<file path="src/rtl/tx_frame_fetch.sv">
// Transmit-side frame fetcher: reads one frame from the ping-pong buffer and
// streams header, payload and optional CRC-16/MODBUS bytes to the serializer.
module tx_frame_fetch #(
  parameter int A_WIDTH = 8,
  parameter int CRC_EN  = 1
) (
  input  logic               clk,
  input  logic               reset_n,
  input  logic               en,
  input  logic               abort,
  input  logic               unread,
  output logic [A_WIDTH-1:0] rd_addr,
  input  logic [7:0]         rd_byte,
  output logic               rd_done,
  output logic [7:0]         tx_data,
  output logic               tx_valid,
  input  logic               tx_ready,
  output logic               tx_last,
  output logic               busy,
  output logic               len_err
);

  typedef enum logic [3:0] {
    ST_IDLE    = 4'd0,
    ST_LEN_RD  = 4'd1,
    ST_LEN_LAT = 4'd2,
    ST_B_RD    = 4'd3,
    ST_B_LAT   = 4'd4,
    ST_SEND    = 4'd5,
    ST_CRC_L   = 4'd6,
    ST_CRC_H   = 4'd7,
    ST_DONE    = 4'd8
  } state_t;

  localparam logic [A_WIDTH:0] TOTAL_MAX = {1'b1, {A_WIDTH{1'b0}}};
  localparam logic             CRC_ON    = (CRC_EN != 0);

  // Reflected CRC-16/MODBUS, one byte per call
  function automatic logic [15:0] crc_update(input logic [15:0] crc, input logic [7:0] data);
    logic [15:0] c;
    c = crc ^ {8'h00, data};
    for (int i = 0; i < 8; i++) begin
      c = c[0] ? ((c >> 1) ^ 16'hA001) : (c >> 1);
    end
    return c;
  endfunction

  state_t             state_r;
  logic [A_WIDTH-1:0] rd_addr_r;
  logic [7:0]         tx_data_r;
  logic               tx_valid_r;
  logic               tx_last_r;
  logic               rd_done_r;
  logic               busy_r;
  logic               len_err_r;
  logic [15:0]        crc_r;
  logic [A_WIDTH:0]   idx_r;
  logic [A_WIDTH:0]   total_r;

  logic [15:0]        crc_next_s;
  logic [A_WIDTH:0]   len_sum_s;
  logic [A_WIDTH:0]   len_total_s;
  logic               len_clamp_s;
  logic               is_last_s;
  logic               hs_s;

  assign rd_addr  = rd_addr_r;
  assign tx_data  = tx_data_r;
  assign tx_valid = tx_valid_r;
  assign tx_last  = tx_last_r;
  assign rd_done  = rd_done_r;
  assign busy     = busy_r;
  assign len_err  = len_err_r;

  // Next CRC, clamped frame length and handshake decode
  always_comb begin
    crc_next_s = crc_update(crc_r, tx_data_r);
    len_sum_s  = (A_WIDTH+1)'(rd_byte) + (A_WIDTH+1)'(3);
    if (len_sum_s > TOTAL_MAX) begin
      len_total_s = TOTAL_MAX;
      len_clamp_s = 1'b1;
    end else begin
      len_total_s = len_sum_s;
      len_clamp_s = 1'b0;
    end
    is_last_s = (idx_r == (total_r - (A_WIDTH+1)'(1)));
    hs_s      = tx_valid_r & tx_ready;
  end

  // Fetch/stream state machine with registered outputs
  always_ff @(posedge clk) begin
    if (!reset_n) begin
      state_r    <= ST_IDLE;
      rd_addr_r  <= {A_WIDTH{1'b0}};
      tx_data_r  <= 8'h00;
      tx_valid_r <= 1'b0;
      tx_last_r  <= 1'b0;
      rd_done_r  <= 1'b0;
      busy_r     <= 1'b0;
      len_err_r  <= 1'b0;
      crc_r      <= 16'hFFFF;
      idx_r      <= {(A_WIDTH+1){1'b0}};
      total_r    <= {(A_WIDTH+1){1'b0}};
    end else begin
      rd_done_r <= 1'b0;
      len_err_r <= 1'b0;
      // DONE already carries the release pulse, so abort there must not add a second one
      if (abort && (state_r != ST_IDLE) && (state_r != ST_DONE)) begin
        state_r    <= ST_IDLE;
        tx_valid_r <= 1'b0;
        tx_last_r  <= 1'b0;
        rd_done_r  <= 1'b1;
        busy_r     <= 1'b0;
      end else begin
        case (state_r)
          ST_IDLE: begin
            if (en && unread && !abort) begin
              rd_addr_r <= A_WIDTH'(2);
              crc_r     <= 16'hFFFF;
              busy_r    <= 1'b1;
              state_r   <= ST_LEN_RD;
            end else begin
              state_r <= ST_IDLE;
            end
          end
          ST_LEN_RD: state_r <= ST_LEN_LAT;
          ST_LEN_LAT: begin
            total_r   <= len_total_s;
            len_err_r <= len_clamp_s;
            idx_r     <= {(A_WIDTH+1){1'b0}};
            rd_addr_r <= {A_WIDTH{1'b0}};
            state_r   <= ST_B_RD;
          end
          ST_B_RD: state_r <= ST_B_LAT;
          ST_B_LAT: begin
            tx_data_r  <= rd_byte;
            tx_valid_r <= 1'b1;
            tx_last_r  <= is_last_s & ~CRC_ON;
            state_r    <= ST_SEND;
          end
          ST_SEND: begin
            if (hs_s) begin
              crc_r <= crc_next_s;
              idx_r <= idx_r + (A_WIDTH+1)'(1);
              if (is_last_s) begin
                if (CRC_ON) begin
                  tx_data_r  <= crc_next_s[7:0];
                  tx_valid_r <= 1'b1;
                  tx_last_r  <= 1'b0;
                  state_r    <= ST_CRC_L;
                end else begin
                  tx_valid_r <= 1'b0;
                  tx_last_r  <= 1'b0;
                  rd_done_r  <= 1'b1;
                  state_r    <= ST_DONE;
                end
              end else begin
                tx_valid_r <= 1'b0;
                tx_last_r  <= 1'b0;
                rd_addr_r  <= idx_r[A_WIDTH-1:0] + A_WIDTH'(1);
                state_r    <= ST_B_RD;
              end
            end else begin
              state_r <= ST_SEND;
            end
          end
          ST_CRC_L: begin
            if (hs_s) begin
              tx_data_r <= crc_r[15:8];
              tx_last_r <= 1'b1;
              state_r   <= ST_CRC_H;
            end else begin
              state_r <= ST_CRC_L;
            end
          end
          ST_CRC_H: begin
            if (hs_s) begin
              tx_valid_r <= 1'b0;
              tx_last_r  <= 1'b0;
              rd_done_r  <= 1'b1;
              state_r    <= ST_DONE;
            end else begin
              state_r <= ST_CRC_H;
            end
          end
          ST_DONE: begin
            busy_r  <= 1'b0;
            state_r <= ST_IDLE;
          end
          default: begin
            tx_valid_r <= 1'b0;
            tx_last_r  <= 1'b0;
            busy_r     <= 1'b0;
            state_r    <= ST_IDLE;
          end
        endcase
      end
    end
  end

endmodule

</file>
<file path="config.mk">
export PLATFORM = sky130hd
export DESIGN_NAME = tx_frame_fetch
export DESIGN_NICKNAME = d
export VERILOG_FILES = /design/src/rtl/tx_frame_fetch.sv
export SDC_FILE = /design/constraint.sdc
export NUM_CORES = 1
export LEC_CHECK = 0
export CORE_MARGIN = 2
export CORE_UTILIZATION = 40
export DETAILED_ROUTE_END_ITERATION = 6
export SETUP_SLACK_MARGIN = 0.5
export SLEW_MARGIN = 10
export SYNTH_ARGS = -nofsm -noshare
export SYNTH_HDL_FRONTEND = slang
export SYNTH_SLANG_ARGS = --single-unit
</file>
<file path="constraint.sdc">
create_clock -name clk -period 2.4 [get_ports clk]
set_clock_uncertainty 0.2 [all_clocks]
set_input_delay 0.48 -clock clk [delete_from_list [all_inputs] [get_ports clk]]
set_output_delay 0.48 -clock clk [all_outputs]
set_load 0.01 [all_outputs]
</file>
# == After elaboration in Yosys (flattened, before gate mapping) ==
# Index checks and enable logic that the tools add are counted.
# op_classes
add_sub_neg,4
n_eq_ne,17
bitwise_logic,16
muxes,40
reduce_logical,25
order_cmp,1
# ops
operator,count
two-way mux 16 bit,10
two-way mux 8 bit,6
case mux 8 bit (3 select lines),2
case mux 16 bit (2 select lines),1
case mux 4 bit (8 select lines),1
NOT 2 -> 3 bit,8
two-way mux 9 bit,2
case mux 9 bit (2 select lines),1
== test 4 x 3 -> 1 bit (second input constant),4
XOR 16 x 8 -> 16 bit,1
!= test 2 bit (second input constant),6
two-way mux 1 bit,11
AND reduction 5 bit,2
adder 8 x 2 -> 9 bit (second input constant),1
adder 9 x 1 -> 9 bit (second input constant),1
== test 9 bit,1
> comparator 9 bit (second input constant),1
AND reduction 3 bit,3
subtractor 9 x 1 -> 9 bit (second input constant),1
adder 8 x 1 -> 8 bit (second input constant),1
== test 4 x 2 -> 1 bit (second input constant),2
two-way mux 4 bit,2
OR reduction 7 bit,1
NOT 1 bit,6
other kinds (21),28
# totals
ff_bits,59
wordCells,114
output_inout_bits,21

# == Logic depth before layout (Yosys ltp) ==
# logic_depth
ltp_word,20
mapped_depth,10
mapped_depth_nobuf,9

# == Worst setup path after synthesis ==
# OpenSTA, ideal clock, no wires.
# synth_timing
path_kind,reg2reg
from,reg total_r[2]
to,"reg rd_addr_r[5], in the netlist rd_addr[5]"
path_stages_with_launch,9
n_path_buf,1
synth_period_minus_slack_ps,2588
arrival_ps,2272
path_slack_ps,-188
cell_sequence,dfxtp_1 > or4_4 > or4_1 > o311ai_1 > a31oi_4 > o32ai_4 > buf_6 > mux2i_1 > nor2b_1
# synth_via
elab_chain_len,4
# synth_lines
item,line_no,text
"start, declared",58,logic [A_WIDTH:0] total_r;
"start signal, assigned",103,total_r <= {(A_WIDTH+1){1'b0}};
"start signal, assigned",128,total_r <= len_total_s;
subtractor 9 x 1 -> 9 bit,86,is_last_s = (idx_r == (total_r - (A_WIDTH+1)'(1)));
== test 9 bit,86,
!= test 2 bit (no line),-,
AND reduction 5 bit (no line),-,
"end signal, assigned",94,rd_addr_r <= {A_WIDTH{1'b0}};
"end signal, assigned",131,rd_addr_r <= {A_WIDTH{1'b0}};
"end signal, assigned",160,rd_addr_r <= idx_r[A_WIDTH-1:0] + A_WIDTH'(1);
"end, declared",49,logic [A_WIDTH-1:0] rd_addr_r;
# Every way passes these cells.
# A chain may end at the register's enable or synchronous reset.

# == Worst setup path in the final report ==
# layout_timing
from,reg total_r[5]
to,"reg tx_data_r[5], in the netlist tx_data[5]"
# layout_via
elab_chain_len,4
# layout_lines
item,line_no,text
subtractor 9 x 1 -> 9 bit,86,
== test 9 bit,86,
!= test 2 bit (no line),-,
AND reduction 5 bit (no line),-,
"end signal, assigned",136,tx_data_r <= rd_byte;
"end signal, assigned",147,tx_data_r <= crc_next_s[7:0];
"end signal, assigned",169,tx_data_r <= crc_r[15:8];
"end, declared",50,logic [7:0] tx_data_r;
# Every way passes these cells.

==> summary.md <==
| Metric | Value |
|---|---|
| RSZ-0062 raised after global routing | yes |
| Share of the synthesized area in the top cell type | 0.350 |
| Register area share after synthesis | 0.350 |
| Outcome | finished with violations |
| Row cnt | 33 |
| Core Util, Final | 0.647 |
| Post-DP Area | 4330 um2 |
| Power, Total | 0.00232 W |
| Max-cap violations | 0 |
| Initial DRC count | 169 |
| Worst path arrival time | 2670 ps |
| Worst skew pair latency | 340 ps |
| Yosys top cell by area | dfxtp_1 |
| Global-route wire length before repair | 16600 um |
| Total grt overflow | 0 |
| WL/cell | 16.7 um |
| Ports | 35 |
| Area of the multi-input gates | 2530 um2 |
| DP HPWL | 6780 um |
| Final net count | 552 |
| Post-synthesis cell count | 414 |
| Fin cells | 644 |
| P&R area growth vs syn | 57.3% |
| Top cells by area, synth | dfxtp_1 (35%), xnor2_1 (7.3%), o21ai_0 (4.9%), nand2_1 (4.7%), nor2_1 (4.7%) |
| Mapped Avg Cell Area | 8.16 um2 |
| Reg2Reg Setup Slack | -240 ps |
| Setup crit start kind | flip-flop |
| Initial Util | 0.411 |
| Primary FF master, synth | dfxtp_1 |
| Filler cells | 672 |
| Post-synth EDFFs | 0 |
| Shortest period the worst path allows | 2640 ps |
| Reg2reg end | tx_data[5] |
| TritonCTS buffer count | 9 |
| ANT cells | 0 |
| Worst-margin pin slew | 594 ps |
| DR vias | 3479 |
| Share of flip-flops with an asynchronous set or reset | 0 |
| Clock root buffer | clkbuf_8 |
| Critical path class | reg2reg |
| Vias/cell | 5.40 |
| Hold_buf cts | 0 |
| Crit path to | tx_data[5] |
| Yosys reg bits | 59 |
| Largest net degree at the start of global routing | 28 |
| Yosys cell types | 52 |
| Number of global-route vias before repair | 3363 |
| Worst vdd ir | 0.000304 V |
| Hold Crit Depth | 2 |
| Fmax | 379 MHz |
| Synth Cell Area | 3380 um2 |
| Crit end category | flip-flop |
| Clock Pin Slew Worst Setup and Hold Paths | 70 ps |
| CP max FO | 7 |
| R2r worst-path depth | 10 |
| TritonCTS clock tree | done |
| Required @ worst endpoint | 2430 ps |
| Slew Limit Fails | 0 |
| Sink Count | 59 |
| Placed insts | 588 |
| FF-to-FF Start | total_r[5] |
| P per Cell Area | 437 nW/um2 |
| Global Route Usage Sum | 0.238 |
| DRC viols | 0 |
| Synthesis warning total | 0 |
| Worst rel slew slack | 0.601 |
| Total Wirelength | 10700 um |
| Clk buf depth | 2 |
| Failing checks | setup timing |
| Chip Width | 95.9 um |
| Routed Antenna Nets | 0 |
| H-tree levels | 3 |
| Worst hold-check path type | reg2reg |
| Final setup viols | 18 |
| FF/Latch Area | 1230 um2 |
| Final hold vios | 0 |
| TNS Setup | -2520 ps |
| LEAKAGE | 2.36 nW |
| Detailed Routing Iterations Pass 1 | 4 |
| Core area | 8220 um2 |
| Routability congestion estimate | 0.922 |
| Die H | 95.9 um |
| Antenna violations before repair | 0 |
| Final worst slack | -241 ps |
| Fin area | 5310 um2 |
| Die area | 9200 um2 |
| Layout cell share with drive strength beyond 1 | 0.401 |
| Quantity of I/O buffers inserted on ports | 34 |
| Setup crit start | total_r[5] |
| Syn Nets | 432 |
| Final period util | 1.10 |
cell families after synthesis:
logic type,share of synthesized area
AND/OR/NAND/NOR,0.253
adder cells (fa/ha/maj),0.0148
flip-flops,0.350
multiplexers,0.0326
buffers and inverters,0.0411
XOR/XNOR,0.118
AO/OA/AOI/OAI,0.191
cells in the mapped netlist (2+ instances only):
| cell | instances |
|---|---|
| a21boi_0 | 6 |
| a21boi_1 | 3 |
| a21oi_1 | 13 |
| a22o_1 | 2 |
| a31oi_1 | 5 |
| and2_1 | 4 |
| and3_1 | 5 |
| buf_6 | 2 |
| clkbuf_1 | 24 |
| dfxtp_1 | 59 |
| ha_1 | 4 |
| inv_1 | 7 |
| mux2i_1 | 11 |
| nand2_1 | 42 |
| nand2b_1 | 4 |
| nand3_1 | 11 |
| nand3b_1 | 3 |
| nand4b_1 | 3 |
| nor2_1 | 42 |
| nor2b_1 | 15 |
| nor3_1 | 22 |
| nor4_1 | 2 |
| o211a_1 | 9 |
| o211ai_1 | 2 |
| o21a_1 | 2 |
| o21ai_0 | 33 |
| o22ai_1 | 5 |
| o311ai_0 | 2 |
| or2_2 | 3 |
| or3_1 | 5 |
| or4_1 | 2 |
| xnor2_1 | 28 |
| xor2_1 | 15 |
how the worst min path moves through the flow:
stage                     startpoint    endpoint  slack (ps)
after global routing      total_r[8]  total_r[8]         290
after floorplan           total_r[8]  total_r[8]         260
after global placement    rd_addr[3]  rd_addr[3]         240
final                     rd_addr[3]  rd_addr[3]         260
after CTS                 rd_addr[2]  rd_addr[2]         260
after detailed placement  rd_addr[2]  rd_addr[2]         250
power breakdown:
group / internal [W] / switching [W] / total, W / leakage, nW
Sequential: 0.000989 / 0.0000162 / 0.00100 / 0.485
Clock: 0.000430 / 0.000403 / 0.000833 / 0.0905
Combinational: 0.000250 / 0.000233 / 0.000483 / 1.78
placed cells by master (no fill, tap or decap), types with 12 or more instances in the layout:
cell           instances
buf_4                 76
buf_6                 17
dfxtp_1               37
dfxtp_2               15
dlygate4sd2_1         21
nand2_1               36
nor2_1                28
nor2b_1               12
nor3_1                15
o21ai_1               19
xnor2_1               20
xor2_1                12
through the flow:
stage | hold slack (ps) | setup WS [ps]
after floorplan | 256 | -43.2
after global placement | 240 | -90.0
after detailed placement | 253 | -180
after CTS | 263 | -198
after global routing | 290 | -343
final | 255 | -241
flip-flops by register name, indices dropped and copies added, names as in the netlist:
register / count
tx_data: 8
crc_r: 16
idx_r: 9
rd_done: 1
tx_valid: 1
busy: 1
rd_addr: 8
total_r: 9
state_r: 4
tx_last: 1
len_err: 1
metal layers:
metal  GRT usage  part of all wire  wire (um)  vias up
met3      0.0384             0.047        500       19
met2       0.399              0.50       5320       85
li1            -                 -          -     1690
met4       0.124             0.025        272        0
met1       0.295              0.43       4650     1685
met5           0                 0          0        -
worst max-delay path: stages, from the launching register on:
cell      delay [ps]
dfxtp_2          320
or4_4            540
or4_4            440
o311ai_2         130
a31oi_4           90
buf_6            160
o31ai_4          230
buf_6            150
buf_12           110
nand2_1           50
o211a_1          130
final cells by class:
type | count | area share
clock buffers | 14 | 0.0306
flip-flops and latches | 59 | 0.231
clock inverters | 2 | 0.00188
repair buffers | 135 | 0.230
multi-input cells | 322 | 0.477
inverters | 7 | 0.00495
well taps | 105 | 0.0247
timing repair:
action,CTS,global route
endpoints found under the setup margin,69,59
resized for setup,99,84
setup buffers,26,11
pin swaps,21,33
cloned,3,0
No activity file was read; power rests on OpenSTA's default activity.
